==> src/rtl/lift_req_bank.sv <==
// Floor-request register bank: one request latch per floor, with position flags, a pending count
// and a registered next-target floor. Optional passenger cancel is enabled by LIFT_REQ_CANCEL_EN.
module lift_req_bank #(
   parameter int FLOORS = 4,
   parameter int FLW    = 2,
   parameter int CW     = 3
) (
   input  logic              clk,
   input  logic              resetb,
   input  logic              slowref,
   input  logic [FLOORS-1:0] pbpulse,
   input  logic              clr,
   input  logic [FLW-1:0]    clr_floor,
   input  logic [FLW-1:0]    cur_floor,
   input  logic              dir_up,
   output logic [FLOORS-1:0] req,
   output logic              req_here,
   output logic              req_above,
   output logic              req_below,
   output logic [CW-1:0]     req_count,
   output logic [FLW-1:0]    target,
   output logic              target_vld
);

   logic [FLOORS-1:0] next_req;
   logic [CW-1:0]     next_count;
   logic [FLW-1:0]    next_target;
   logic              next_vld;
   logic [FLW-1:0]    above_idx;
   logic [FLW-1:0]    below_idx;
   logic              in_range;

   assign in_range = (int'(cur_floor) < FLOORS);

   // A clear on the same floor always beats a press; the count follows the new latch value.
   always_comb begin
      next_req   = req;
      next_count = '0;
      for (int i = 0; i < FLOORS; i++) begin
         if (clr && (clr_floor == FLW'(i))) begin
            next_req[i] = 1'b0;
         end else if (pbpulse[i]) begin
`ifdef LIFT_REQ_CANCEL_EN
            next_req[i] = ~req[i];
`else
            next_req[i] = 1'b1;
`endif
         end
      end
      for (int i = 0; i < FLOORS; i++) begin
         next_count = next_count + CW'(next_req[i]);
      end
   end

   // Downward scan leaves the lowest floor above; upward scan leaves the highest floor below.
   always_comb begin
      req_here  = 1'b0;
      req_above = 1'b0;
      req_below = 1'b0;
      above_idx = '0;
      below_idx = '0;
      for (int j = FLOORS - 1; j >= 0; j--) begin
         if (req[j] && (j > int'(cur_floor))) begin
            req_above = 1'b1;
            above_idx = FLW'(j);
         end
         if (req[j] && (j == int'(cur_floor))) begin
            req_here = 1'b1;
         end
      end
      for (int j = 0; j < FLOORS; j++) begin
         if (req[j] && (j < int'(cur_floor))) begin
            req_below = 1'b1;
            below_idx = FLW'(j);
         end
      end
      if (!in_range) begin
         req_here  = 1'b0;
         req_above = 1'b0;
         req_below = 1'b0;
      end
   end

   always_comb begin
      next_target = target;
      next_vld    = 1'b0;
      if (in_range && (|req)) begin
         next_vld = 1'b1;
         if (req_here) begin
            next_target = cur_floor;
         end else if (dir_up) begin
            next_target = req_above ? above_idx : below_idx;
         end else begin
            next_target = req_below ? below_idx : above_idx;
         end
      end
   end

   always_ff @(posedge clk) begin
      if (resetb) begin
         req        <= '0;
         req_count  <= '0;
         target     <= '0;
         target_vld <= 1'b0;
      end else if (slowref) begin
         req        <= next_req;
         req_count  <= next_count;
         target     <= next_target;
         target_vld <= next_vld;
      end
   end

endmodule

==> config.mk <==
export PLATFORM = sky130hd
export DESIGN_NAME = lift_req_bank
export DESIGN_NICKNAME = d
export VERILOG_FILES = /design/src/rtl/lift_req_bank.sv
export SDC_FILE = /design/constraint.sdc
export NUM_CORES = 1
export LEC_CHECK = 0
export CAP_MARGIN = 5
export CORE_MARGIN = 2
export CORE_UTILIZATION = 45
export CTS_CLUSTER_SIZE = 28
export DETAILED_ROUTE_END_ITERATION = 10
export PLACE_DENSITY_LB_ADDON = 0.12
export RECOVER_POWER = 100
export SLEW_MARGIN = 20
export SYNTH_ARGS = -nofsm -noshare
export SYNTH_HDL_FRONTEND = slang
export SYNTH_SLANG_ARGS = --single-unit
==> constraint.sdc <==
create_clock -name clk -period 4 [get_ports clk]
set_input_delay 0.8 -clock clk [delete_from_list [all_inputs] [get_ports clk]]
set_output_delay 0.8 -clock clk [all_outputs]
set_load 0.01 [all_outputs]
; ---- Word level (Yosys, flattened, before mapping)
; Cells that the tools add are included.
[word_totals]
out_inout_bits = 13
word_cells = 65
input_bits = 13
reg_bits = 10
[classes]
eq_ne = 6
n_reduce_logical = 18
order_cmp = 6
muxes = 28
add_sub_neg = 3
[op_table]
columns = operator, n
row1 = two-way mux 1 bit, 20
row2 = two-way mux 2 bit, 8
row3 = logical AND 1 bit, 14
row4 = "== test 2 bit, first input constant", 2
row5 = "== test 2 bit, second input constant", 2
row6 = "> comparator 2 bit, first input constant", 2
row7 = logical NOT 2 bit, 2
row8 = "less-than comparator 1 x 2 -> 1 bit, first input constant", 2
row9 = OR reduction 4 bit, 1
row10 = adder 2 x 1 -> 3 bit, 1
row11 = adder 3 x 1 -> 3 bit, 1
row12 = adder 1 x 1 -> 2 bit, 1
row13 = "== test 1 x 2 -> 1 bit, first input constant", 1
row14 = "== test 2 x 1 -> 1 bit, second input constant", 1
row15 = "> comparator 1 x 2 -> 1 bit, first input constant", 1
row16 = "less-than comparator 2 bit, first input constant", 1
row17 = AND reduction 2 bit, 1

; ---- Depth between registers and ports, before layout
; Gate-level depths: netlist of run 1.
[logic_depth]
depth_word = 8
depth_mapped = 10
ltp_nobuf = 9

; ---- Worst setup path before layout of run 1
; Ideal clock, no wire load.
[synth_timing]
path_kind = input port to flip-flop
from = input clr
to = register req_count[1]
n_path_buf = 0
cell_stages = 9
setup_ns = 0.127
required_ns = 3.873
slack_ns = 1.621
t_arrival_ns = 2.252
path_cell_list = nor2b_1 > a21oi_1 > inv_1 > fa_1 > inv_1 > ha_1 > ha_1 > mux2i_1 > nor2_1
[synth_between]
elab_chain_len = 5
word_cells_on_any_way = 11
cone_classes = add/sub (3) / mux (4) / reduce/logical (4)
[synth_rtl]
columns = item, line
row1 = start: declaration, 12  ; input logic clr,
row2 = logical AND 1 bit, 40  ; if (clr && (clr_floor == FLW'(i))) begin
row3 = two-way mux 1 bit, 40
row4 = adder 1 x 1 -> 2 bit, 51  ; next_count = next_count + CW'(next_req[i]);
row5 = adder 2 x 1 -> 3 bit, 51
row6 = adder 3 x 1 -> 3 bit (*), 51
row7 = net next_count[1], 26  ; logic [CW-1:0] next_count;
row8 = end signal: assignment, 107  ; req_count <= next_count;
row9 = end: declaration, 20  ; output logic [CW-1:0] req_count,
; Mark *: on every way through the listed nets, which the timed path passes. The rest lies on a longest branch.
; A chain may end at the register's enable or synchronous reset.

; ---- Final worst setup path of run 1
[layout_timing]
from = input cur_floor[0]
to = output req_here
[layout_between]
elab_chain_len = 6
word_cells_on_any_way = 12
cone_classes = eq/ne (3) / mux (4) / reduce/logical (5)
[layout_rtl]
columns = item, line
row1 = start: declaration, 14  ; input logic [FLW-1:0] cur_floor,
row2 = == test 1 x 2 -> 1 bit, 67  ; if (req[j] && (j == int'(cur_floor))) begin
row3 = logical AND 1 bit, 67
row4 = two-way mux 1 bit (3 in series), 67
row5 = two-way mux 1 bit (*), 67
row6 = end: declaration, 17  ; output logic req_here,
; Mark *: on every way between the ends. The rest lies on a longest branch, timed or not.

==> key figures, run 1 <==
Finish
  – Design area: 911 um2
  – FILL cells: 136
  – Final nets: 116
  – Layout cell share with drive strength beyond 1: 0.0612
  – # diodes: 0
  – Area Overhead vs Synth: 33.8%
  – Final non-filler cell total: 114

Timing
  – Setup TNS: 0 ns
  – Peak Freq: 280 MHz
  – Final Setup Violations: 0
  – Final Hold Viols: 0
  – PnR worst setup slack: 0.429 ns
  – Hold_ws: 0.481 ns
  – Fin crit share: 0.893
  – Final Skew: 0.00251 ns
  – Tmin final: 3.57 ns
  – Slew Limit Fails: 0
  – Max-slew headroom: 0.365
  – RSZ-0062 raised after global routing: false
  – Worst Tran Pin Value: 0.941 ns

CTS
  – # clock sinks: 10
  – Post-CTS sizing: 0
  – Clk buf depth: 2
  – CTS Hold Buffers Added: 0
  – CTS tree: built
  – Post-CTS Setup Inserts: 0
  – Worst-Skew Late Latency: 0.26 ns
  – CTS clk-pin slew, worst paths: 0.06 ns
  – H-Tree Level Count: 1
  – Num CTS Buffers: 3
  – Root Driver: clkbuf_4

Yosys
  – Top post-synthesis cells by count: 10 x dfxtp_1, 8 x nor2_1, 7 x a21oi_1
  – Synth Flop Type: dfxtp_1
  – Cell variety after synth: 33
  – Seq cells post-synth: 10
  – Post-synth top area cell: dfxtp_1
  – Number of synthesized flops with an enable pin: 0
  – Post-Syn Nets: 93
  – Largest cells by area after synthesis: dfxtp_1 29%, mux2i_1 7.4%, a21oi_1 5.1%
  – Average size of a mapped cell: 8.84 um2
  – Post-Syn Instances: 77
  – Fraction of synthesized cell area taken by the top area cell type: 0.294
  – Synthesized area: 681 um2
  – Seq/Total Area, Yosys: 0.294
  – Count leader, synth: dfxtp_1
  – Synth warn: 0
  – Post-synth ARST share: 0

Worst setup path
  – Flop-to-flop setup slack: 1.85 ns
  – Worst path arrival time: 2.77 ns
  – CP Data Required Time: 3.20 ns
  – Critical Path Sink Type: output pin
  – CP cell instances: dlygate4sd3_1 -> mux4_2 -> dlygate4sd3_1
  – Reg2reg start: req[1]
  – RR Endpoint: req_count[1]
  – Worst reg-to-reg path cell count: 9
  – Kind of critical path: input port to output pin
  – Cell mode on critical path: dlygate4sd3_1
  – Crit-path max FO: 10
  – Startpoint class of the critical path: input port
  – CP max stage cell: dlygate4sd3_1
  – CP peak stage delay: 0.75 ns

Run status
  – Outcome: finished clean

Floorplan
  – Die X: 42.9 um
  – Die H: 42.9 um
  – Core area: 1450 um2
  – IO Pins: 26
  – Site row count: 14
  – Die Area: 1840 um2
  – Initial core utilization: 0.468

GRT
  – Global-route usage over all layers: 0.170
  – First-pass GRT wire length: 2.41 mm
  – Antenna violations before repair: 0
  – GR Overflow Total: 0
  – Largest net degree at the start of global routing: 12
  – Vias in the first global route: 576

Detailed routing
  – Detail Route Antenna Nets: 0
  – Vias after detailed routing: 631
  – Post-DR wirelength/cell: 12.4 um
  – DR iter-0 viols: 8
  – Drt drc: 0
  – Final wirelength: 1.42 mm
  – Pre-antenna DRT Iters: 4
  – Via density: 5.54

Placed design
  – Pre-CTS setup slack: 0.607 ns
  – I/O Buffers: 25
  – Placed Instances: 111
  – Post-DP HPWL: 1.04 mm
  – DP Area: 913 um2
  – Placer Congestion: 0.692

Hold path
  – Min-delay src: target[1]
  – Hold Path Depth: 2
  – Hold Path Sink: target[1]
  – Hold WC Path Type: register to register

Pwr
  – Leak: 0.379 nW
  – Peak VDD IR: 0.193 mV
  – PwrDens: 298 nW/um2

Job
  – Max Cap Viol: 0
-- through the flow --
stage | total power, mW | util
detailed placement | 0.218 | 0.628
global route | 0.290 | 0.627
floorplan | 0.175 | -
CTS | 0.287 | 0.644
global placement | 0.217 | 0.628
finish | 0.271 | 0.627
-- flip-flops by register name (all words and copies together) (netlist names) --
signal and count:
req 4, req_count 3, target 2, target_vld 1
-- placed cells by master (no fill, tap or decap), drive strengths merged --
master / count
o21ai: 2
clkbuf: 3
inv: 4
nand3: 1
o211ai: 1
nor3: 1
a31o: 1
or3: 1
o22ai: 2
o22a: 1
mux2i: 5
clkdlybuf4s50: 10
nor2: 8
a21oi: 7
dlygate4sd3: 15
a311oi: 1
and2: 1
a211oi: 1
a2111oi: 2
nand2: 5
o41ai: 2
nand2b: 4
o221ai: 1
dfxtp: 10
fa: 1
nor3b: 1
or2b: 1
ha: 2
mux4: 1
nor2b: 2
nand3b: 1
-- layout make-up --
type | count | area (um2) | share of cell area
well taps | 16 | 20.0 | 0.0220
clock buffers | 3 | 22.5 | 0.0247
inverters | 4 | 15.0 | 0.0165
repair buffers | 25 | 250 | 0.275
multi-input cells | 56 | 403 | 0.442
flip-flops and latches | 10 | 200 | 0.220
-- metal layers --
metal / share of wire / up-vias / GRT usage
met5: 0 / - / 0
met4: 0.016 / 0 / 0.0875
met3: 0.084 / 3 / 0.0511
met2: 0.44 / 26 / 0.233
met1: 0.46 / 279 / 0.237
li1: - / 323 / -
-- report_power, final --
| part | leakage, nW | total (mW) | internal, mW | switching, mW |
|---|---|---|---|---|
| sequential | 0.0823 | 0.118 | 0.109 | 0.00966 |
| clock | 0.0138 | 0.0658 | 0.0346 | 0.0312 |
| combinational | 0.283 | 0.0871 | 0.0482 | 0.0389 |
| total | 0.379 | 0.271 | 0.191 | 0.0797 |
-- kinds of logic (layout without fill, tap and decap cells) --
family | after synthesis | in the layout | synth area share
and+or+nand+nor | 26 | 26 | 0.200
AOI/OAI and AO/OA | 21 | 21 | 0.256
buffers and inverters | 11 | 32 | 0.0772
DFF | 10 | 10 | 0.294
muxes | 6 | 6 | 0.107
adders and majority gates | 3 | 3 | 0.0662
-- worst max-delay path, delay by kind of cell --
family   cells  cell delay (ns)
buf+inv      2             1.37
mux          1             0.59
-- worst max path at each step --
stage               slack, ns          from      endpoint  cells after the start
floorplan                1.62           clr  req_count[1]                      9
global placement         0.65  cur_floor[0]      req_here                      3
detailed placement       0.61  cur_floor[0]      req_here                      3
CTS                      0.61  cur_floor[0]      req_here                      3
global route             0.36  cur_floor[0]      req_here                      3
finish                   0.43  cur_floor[0]      req_here                      3
(Power assumes the default switching activity.)
==> run 2, diff against run 1 <==
Settings changed: CORE_MARGIN 2 to 1.5.
==> run 2 against run 1 <==
- maximum frequency is 0.84% higher
- clock power is 46% higher
- setup slack better by 0.030 ns
- sequential power hardly changed
- critical path depth stayed put
- clock skew is 0.00069 ns lower
- critical path type unchanged
==> key figures, run 2 (same netlist as run 1, synthesis figures left out) <==
Run status
  – Outcome: finished clean

Hold path
  – Hold Path Sink: target_vld
  – Hold Path Depth: 2 (unchanged)
  – Min-delay src: target_vld
  – Hold WC Path Type: register to register

Worst setup path
  – Kind of critical path: input port to output pin
  – Critical Path Sink Type: output pin
  – Startpoint class of the critical path: input port
  – Worst reg-to-reg path cell count: 9 (unchanged)
  – Worst path arrival time: 2.74 ns (-0.03 ns)
  – Flop-to-flop setup slack: 1.87 ns (+0.02 ns)
  – Critical Path Source: cur_floor[0]
  – Crit-path max FO: 10 (unchanged)
  – RR Endpoint: req_count[1]
  – Reg2reg start: req[1]
  – CP Data Required Time: 3.20 ns (about the same)

Floorplan
  – Initial core utilization: 0.504 (+0.0360)
  – IO Pins: 26 (unchanged)
  – Die X: 41.9 um (-2.3%)
  – Core area: 1350 um2 (-7.1%)
  – Die Area: 1750 um2 (-4.6%)
  – Site row count: 13 (-1)
  – Die H: 41.9 um (-2.3%)

Finish
  – Area of the multi-input gates: 403 um2 (unchanged)
  – Final non-filler cell total: 114 (unchanged)
  – FILL cells: 126 (-7.4%)
  – Largest registers: req: 4 flops, req_count: 3 flops, target: 2 flops
  – Sequential Area: 200 um2 (unchanged)
  – Commonest non-fill, non-tap cell in the layout: dlygate4sd3_1
  – Register bank with the most flops: req
  – Final nets: 116 (unchanged)
  – # diodes: 0 (unchanged)
  – Largest register FFs: 4 (unchanged)
  – Leading cell types in the layout, fill and taps excluded: 15 x dlygate4sd3_1, 10 x clkdlybuf4s50_1, 10 x dfxtp_1, 8 x nor2_1, 7 x a21oi_1
  – Layout cell share with drive strength beyond 1: 0.0707 (+0.00948)
  – Area Overhead vs Synth: 35.7%

CTS
  – Num CTS Buffers: 3 (unchanged)
  – Root Driver: clkbuf_4
  – Post-CTS Setup Inserts: 0 (unchanged)
  – Worst-Skew Late Latency: 0.27 ns (about the same)
  – Post-CTS sizing: 0 (unchanged)
  – Clk buf depth: 2 (unchanged)
  – # clock sinks: 10 (unchanged)
  – CTS clk-pin slew, worst paths: 0.07 ns (about the same)
  – H-Tree Level Count: 1 (unchanged)
  – CTS tree: built
  – CTS Hold Buffers Added: 0 (unchanged)

Timing
  – RSZ-0062 raised after global routing: false
  – Slew Limit Fails: 0 (unchanged)
  – Final Hold Viols: 0 (unchanged)
  – Final Skew: 0.00182 ns (-0.000690 ns)
  – Setup TNS: 0 ns (unchanged)
  – Worst Tran Pin Value: 0.950 ns (+0.00934 ns)
  – Final Setup Violations: 0 (unchanged)
  – Max-slew headroom: 0.358 (-0.00631)
  – Tmin final: 3.54 ns (-0.0298 ns)
  – Fin crit share: 0.885 (-0.00746)
  – Peak Freq: 282 MHz (+0.84%)

Detailed routing
  – Vias after detailed routing: 634 (+0.48%)
  – Detail Route Antenna Nets: 0 (unchanged)
  – Drt drc: 0 (unchanged)
  – DR iter-0 viols: 5 (-3)
  – Post-DR wirelength/cell: 12.8 um (+2.7%)
  – Pre-antenna DRT Iters: 6 (+2)
  – Final wirelength: 1.46 mm (+2.7%)
  – Via density: 5.56 (+0.48%)

Placed design
  – I/O Buffers: 25 (unchanged)
  – Placed Instances: 110 (-0.90%)
  – Post-DP HPWL: 1.05 mm (+0.64%)
  – Placer Congestion: 0.832 (+20%)

GRT
  – First-pass GRT wire length: 2.19 mm (-9.2%)
  – Antenna violations before repair: 0 (unchanged)
  – Global-route usage over all layers: 0.164 (-0.00623)
  – GR Overflow Total: 0 (unchanged)
  – Largest net degree at the start of global routing: 12 (unchanged)
  – Vias in the first global route: 494 (-14%)

Pwr
  – Peak VDD IR: 0.223 mV (+16%)
  – Leak: 0.386 nW (+1.9%)
  – Total power: 0.302 mW (+11%)
  – PwrDens: 327 nW/um2 (+9.8%)

Job
  – Max Cap Viol: 0 (unchanged)
==> run 2: changes by cell type in the layout (fill, tap and decap cells not counted) <==
cell      delta
clkbuf_8     +1
==> run 2: routing by layer <==
layer,vias up,track usage,share of wire
met2,27,0.197,0.40
met1,284,0.258,0.51
li1,321,-,-
met3,2,0.0435,0.080
met5,-,0,0
met4,0,0.0774,0.0048
==> run 2: final cells by class <==
| class | count | share of cell area |
|---|---|---|
| Timing Repair Buffer | 25 | 0.271 |
| Sequential cell | 10 | 0.217 |
| Tap cell | 15 | 0.0203 |
| Inverter | 4 | 0.0163 |
| Multi-Input combinational cell | 56 | 0.436 |
| Clock buffer | 4 | 0.0393 |
==> run 2: power by group <==
| part | total (mW) | switching, mW | internal [mW] |
|---|---|---|---|
| combinational | 0.0879 | 0.0395 | 0.0483 |
| clock | 0.0962 | 0.0408 | 0.0554 |
| sequential | 0.118 | 0.00943 | 0.109 |
==> run 2: stage by stage <==
step | setup WS, ns | utilization | instance area [um2] | hold slack [ns]
4_1_cts | 0.635 | 0.703 | 948 | 0.489
3_3_place_gp | 0.664 | 0.676 | 912 | 0.464
5_1_grt | 0.411 | 0.684 | 923 | 0.518
6_report | 0.459 | 0.684 | 923 | 0.478
2_1_floorplan | 1.62 | - | 681 | 0.495
3_5_place_dp | 0.636 | 0.676 | 912 | 0.477
==> run 2: how the worst max path moves through the flow <==
stage | endpoint | depth (start not counted) | slack (ns)
after floorplan | req_count[1] | 9 | 1.62
after global placement | req_here | 3 | 0.66
after detailed placement | req_here | 3 | 0.64
after CTS | req_here | 3 | 0.63
after global routing | req_here | 3 | 0.41
final | req_here | 3 | 0.46
==> run 2: critical path, cell delays in order <==
cell and delay (ns):
dlygate4sd3_1 0.73, mux4_2 0.59, dlygate4sd3_1 0.62
